$ cat config.mk
export PLATFORM = sky130hd
export DESIGN_NAME = reg_file_mp
export DESIGN_NICKNAME = d
export VERILOG_FILES = /design/src/rtl/reg_file_pkg.sv /design/src/rtl/reg_file_clr_fsm.sv /design/src/rtl/reg_file_mp.sv
export SDC_FILE = /design/constraint.sdc
export NUM_CORES = 1
export LEC_CHECK = 0
export CAP_MARGIN = 20
export CORE_MARGIN = 5
export CORE_UTILIZATION = 50
export DETAILED_ROUTE_END_ITERATION = 10
export DONT_BUFFER_PORTS = 1
export GPL_TIMING_DRIVEN = 0
export PLACE_DENSITY_LB_ADDON = 0.05
export SLEW_MARGIN = 40
export SYNTH_ARGS = -nofsm -noshare
export SYNTH_HDL_FRONTEND = slang
export SYNTH_SLANG_ARGS = --single-unit
export TNS_END_PERCENT = 50
$ cat constraint.sdc
create_clock -name clk -period 4.6 [get_ports clk]
set_input_delay 0.23 -clock clk [delete_from_list [all_inputs] [get_ports clk]]
set_output_delay 0.23 -clock clk [all_outputs]
set_load 0.02 [all_outputs]
$ cat src/rtl/reg_file_pkg.sv
// rtl/reg_file_pkg.sv - shared types and defaults for the multi-port register file
package reg_file_pkg;

  typedef enum logic [1:0] {IDLE, CLEAR, DONE} clr_state_t;

  localparam int DATA_W_DEF = 16;
  localparam int ADDR_W_DEF = 3;

endpackage

$ cat src/rtl/reg_file_clr_fsm.sv
// rtl/reg_file_clr_fsm.sv - clear sweep sequencer, one entry per cycle then a done pulse
module reg_file_clr_fsm
  import reg_file_pkg::*;
#(
  parameter int ADDR_W = ADDR_W_DEF
) (
  input  logic              clk,
  input  logic              rst,
  input  logic              clr_req,
  output logic              clr_busy,
  output logic              clr_done,
  output logic              clr_we,
  output logic [ADDR_W-1:0] clr_addr
);

  localparam logic [ADDR_W-1:0] LAST_ADDR = '1;

  clr_state_t        state, state_nxt;
  logic [ADDR_W-1:0] clr_ptr, clr_ptr_nxt;

  always_ff @(posedge clk or negedge rst) begin
    if (!rst) begin
      state   <= IDLE;
      clr_ptr <= '0;
    end else begin
      state   <= state_nxt;
      clr_ptr <= clr_ptr_nxt;
    end
  end

  always_comb begin
    state_nxt   = state;
    clr_ptr_nxt = clr_ptr;
    clr_busy    = 1'b0;
    clr_done    = 1'b0;
    clr_we      = 1'b0;
    case (state)
      IDLE: begin
        if (clr_req) begin
          state_nxt   = CLEAR;
          clr_ptr_nxt = '0;
        end
      end
      CLEAR: begin
        clr_busy    = 1'b1;
        clr_we      = 1'b1;
        clr_ptr_nxt = clr_ptr + 1'b1;
        // leave before the pointer wraps so no entry is swept twice
        if (clr_ptr == LAST_ADDR) state_nxt = DONE;
      end
      DONE: begin
        clr_busy  = 1'b1;
        clr_done  = 1'b1;
        state_nxt = IDLE;
      end
      default: state_nxt = IDLE;
    endcase
  end

  assign clr_addr = clr_ptr;

endmodule

$ cat src/rtl/reg_file_mp.sv
// rtl/reg_file_mp.sv - parametrised multi-read-port register file with valid bits and clear sweep
module reg_file_mp
  import reg_file_pkg::*;
#(
  parameter int DATA_W  = DATA_W_DEF,
  parameter int ADDR_W  = ADDR_W_DEF,
  parameter int NUM_RD  = 2,
  parameter int ZERO_R0 = 0,
  parameter int BYPASS  = 1
) (
  input  logic                     clk,
  input  logic                     rst,
  input  logic                     wr_en,
  input  logic [ADDR_W-1:0]        wr_addr,
  input  logic [DATA_W-1:0]        wr_data,
  output logic                     wr_ack,
  input  logic [NUM_RD*ADDR_W-1:0] rd_addr,
  output logic [NUM_RD*DATA_W-1:0] rd_data,
  output logic [NUM_RD-1:0]        rd_valid,
  input  logic                     clr_req,
  output logic                     clr_busy,
  output logic                     clr_done
);

  localparam int   DEPTH  = 1 << ADDR_W;
  localparam logic R0_HW  = (ZERO_R0 != 0);
  localparam logic BYP_ON = (BYPASS != 0);

  logic [DATA_W-1:0] mem [DEPTH];
  logic [DEPTH-1:0]  valid;
  logic              clr_we;
  logic [ADDR_W-1:0] clr_addr;

  reg_file_clr_fsm #(.ADDR_W(ADDR_W)) u_clr (
    .clk      (clk),
    .rst      (rst),
    .clr_req  (clr_req),
    .clr_busy (clr_busy),
    .clr_done (clr_done),
    .clr_we   (clr_we),
    .clr_addr (clr_addr)
  );

  // busy covers both CLEAR and DONE, so writes are refused for the whole sweep
  assign wr_ack = wr_en && !clr_busy && !(R0_HW && (wr_addr == '0));

  always_ff @(posedge clk or negedge rst) begin
    if (!rst) begin
      for (int k = 0; k < DEPTH; k++) mem[k] <= '0;
      valid <= {{(DEPTH-1){1'b0}}, R0_HW};
    end else if (clr_we) begin
      mem[clr_addr]   <= '0;
      valid[clr_addr] <= R0_HW && (clr_addr == '0);
    end else if (wr_ack) begin
      mem[wr_addr]   <= wr_data;
      valid[wr_addr] <= 1'b1;
    end
  end

  for (genvar i = 0; i < NUM_RD; i++) begin : g_rd
    logic [ADDR_W-1:0] addr;
    logic [DATA_W-1:0] data;
    logic              vld;

    assign addr = rd_addr[i*ADDR_W +: ADDR_W];

    // hardwired R0 is applied last so it wins over the bypass path
    always_comb begin
      data = mem[addr];
      vld  = valid[addr];
      if (BYP_ON && wr_ack && (wr_addr == addr)) begin
        data = wr_data;
        vld  = 1'b1;
      end
      if (R0_HW && (addr == '0)) begin
        data = '0;
        vld  = 1'b1;
      end
    end

    assign rd_data[i*DATA_W +: DATA_W] = data;
    assign rd_valid[i]                 = vld;
  end

endmodule

==> run_results.csv <==
group,metric,value,unit
global_route,grt_pass1_wl,37500,um
clocking,cts-root-buf,"clkbuf_16",
drt,finalWirelength,24300,um
critical_path,crit_path_start_kind,"flip-flop",
pwr,vdd_drop_max,0.306,mV
layout,nFillCells,1402,
timing,clock_skew,12.7,ps
floorplan,core.rowCount,47,
floorplan,core,0.0165,mm2
yosys,syn_inst,672,
yosys,synth_area,0.00834,mm2
clocking,clkTransAtPathRegs,60,ps
drt,first_pass_iters,5,
yosys,seq_area_frac_synth,42.3,%
timing,slew_headroom,44.0,%
drt,dr_total_vias,5741,
critical_path,crit_fanout,10,
placed_design,place_area,0.00862,mm2
timing,worstMarginPinSlew,840,ps
pwr,power.leakage,4.91,nW
floorplan,dieArea,0.0194,mm2
critical_path,cp.required,4370,ps
floorplan,die-height,139,um
timing,finalHoldViolCount,0,
yosys,ys_types,31,
drt,drc,0,
global_route,grt_pass1_vias,6134,
clocking,cts_tree,"built",
flow_run,max_cap_viol_count,0,
yosys,yosysWarnings,0,
critical_path,path_cells,"inv_1, ha_1, nor2b_1, nand4_1, buf_2, buf_4, mux2i_1",
global_route,grt_use_total,25.9,%
run_status,outcome,"completed",
yosys,synth_seq_cells,141,
drt,antenna_left,0,
pwr,pwr_density_cell,641,mW/mm2
drt,wl_per_cell,26.2,um
layout,final_nets,729,
pwr,finalPower,6.01,mW
layout,final_common_cell,"mux2i_1",
floorplan,die_w,139,um
layout,syn_to_final_growth,12.3,%
critical_path,cp_slowest_stage_delay,530,ps
floorplan,ios,66,
layout,finish.utilization,56.9,%
yosys,synth.area.top_cells,"dfrtp_1, mux2i_1, mux4_2",
drt,drt_iter0_drc,468,
critical_path,critPathSlowestCell,"nor2b_1",
placed_design,portBuffers,0,
timing,final.period_utilization,70.4,%
min_path,hold_path.class,"input pin to flip-flop",
placed_design,routabilityCongestion,0.873,
timing,period_needed,3240,ps
layout,diodes,0,
yosys,synth_top_cell_by_area,"dfrtp_1",
global_route,grt_overflow,0,
timing,fmax,0.309,GHz
timing,drv_slew,0,
clocking,cts_buffer_depth,2,
clocking,htreeDepth,4,
critical_path,critPathArrivalTime,3010,ps
layout,final_layout_size_suffix_gt1_share,21.2,%
floorplan,start_util,50.6,%
timing,finalSetupViolCount,0,
global_route,grt_max_degree,142,
layout,seq_area,0.00353,mm2
clocking,cts_sinks,141,
clocking,cts_post_setup_buffers_inserted,0,
drt,viasPerCell,6.19,
placed_design,dp_hpwl,16300,um
clocking,cts-resized-gates,0,
global_route,grt_antenna_before_repair,0,
layout,multiInputGateArea,0.00440,mm2
timing,rsz0062_at_grt,"no",
critical_path,end_kind,"primary output",
yosys,synth_top_area_share,42.3,%
layout,layout_common_cells,"mux2i_1, nand2_1, dfrtp_1",
yosys,async_flop_share,100,%
critical_path,path_class,"flip-flop to primary output",
clocking,cts_made_buffers,17,
yosys,avgSynthCellArea,12.4,um2
clocking,clk_latency,430,ps
timing,setup_tns,0,ps
yosys,mappedNetlistNets,706,
yosys,synth_flop_cell,"dfrtp_1",
yosys,synth_edf_count,0,
layout,design_area,0.00937,mm2
timing,setup_ws,1360,ps
placed_design,place_ws,1800,ps
## cell usage after synthesis (all sizes together), types with 2 or more instances
cell type  count
nand2b         2
nand2        146
mux2i        195
a32o           2
buf           44
a21oi          4
nand4b         3
nand3b         2
dfrtp        141
clkinv        16
a21o           2
ha             5
inv            4
and3           2
nor2b          2
mux4          68
clkbuf        14
xnor2          6
nand4bb        3
nand3          2
nand4          3
## worst max-delay path: cells and delay by family (launching register included)
family | cells | cell delay [ps]
muxes | 1 | 500
DFF | 1 | 380
adders and majority gates | 1 | 440
and+or+nand+nor | 2 | 680
buffers and inverters | 3 | 590
## final timing paths
path | start | slack (ps) | end | cells after the start
max reg2reg | u_clr.state[1]$_DFFE_PN0P_ | 2230 | valid[3]$_DFFE_PN0P_ | 6
min in group asynchronous | rst | 430 | mem[115]$_DFFE_PN0P_ | 2
min reg2reg | valid[2]$_DFFE_PN0P_ | 500 | valid[2]$_DFFE_PN0P_ | 2
max in group asynchronous | rst | 3570 | mem[60]$_DFFE_PN0P_ | 2
min | clr_req | 90 | u_clr.clr_addr[0]$_DFFE_PN0P_ | 3
max | u_clr.state[0]$_DFFE_PN0P_ | 1360 | rd_data[13] | 7
## repair_timing
action / 4_1_cts / 5_1_grt
hold endpoints to repair: 142 / 0
endpoints found under the setup margin: 0 / 0
hold buffers: 3 / 0
## cell families (layout without fill, tap and decap cells)
logic type	count (synthesis)	in the layout	share of synthesized area, %
DFF	141	141	42.3
muxes	263	263	41.8
and+or+nand+nor	170	170	8.87
buffers and inverters	78	113	4.95
adders and majority gates	5	5	0.750
AOI/OAI and AO/OA	9	9	0.720
xor gates and xnor gates	6	6	0.630
## report_power, final
part           internal [mW]  total (mW)  leakage [nW]  switching, mW
logic                  0.958        2.16          2.80           1.21
clock network           1.10        1.63         0.340          0.531
registers               1.80        2.21          1.77          0.411
total                   3.86        6.01          4.91           2.15
## stage by stage
step           hold slack (ps)  instances
2_1_floorplan            -65.6        672
3_3_place_gp             -61.5        892
3_5_place_dp             -59.4        893
4_1_cts                   83.4        927
5_1_grt                   95.7        927
6_report                  86.4        927
## sequential cells by signal (all words and copies together) (netlist names)
signal / count
mem: 128
u_clr.clr_addr: 3
u_clr.state: 2
valid: 8
## routing by layer
layer	vias to the layer above	part of all wire [%]	wire length [um]	global-route usage [%]
li1	2463	-	-	-
met1	3059	46	11200	38.6
met2	185	46	11200	39.2
met3	34	5.8	1410	5.10
met4	0	1.6	399	7.11
met5	-	0	0	0
## layout make-up
type | instances | area share, %
Clock buffer | 20 | 4.88
Multi-Input combinational cell | 453 | 47.0
Clock inverter | 11 | 2.54
Timing Repair Buffer | 4 | 0.588
Tap cell | 220 | 2.94
Inverter | 20 | 0.802
Buffer | 58 | 3.62
Sequential cell | 141 | 37.7
(Power assumes the default switching activity.)
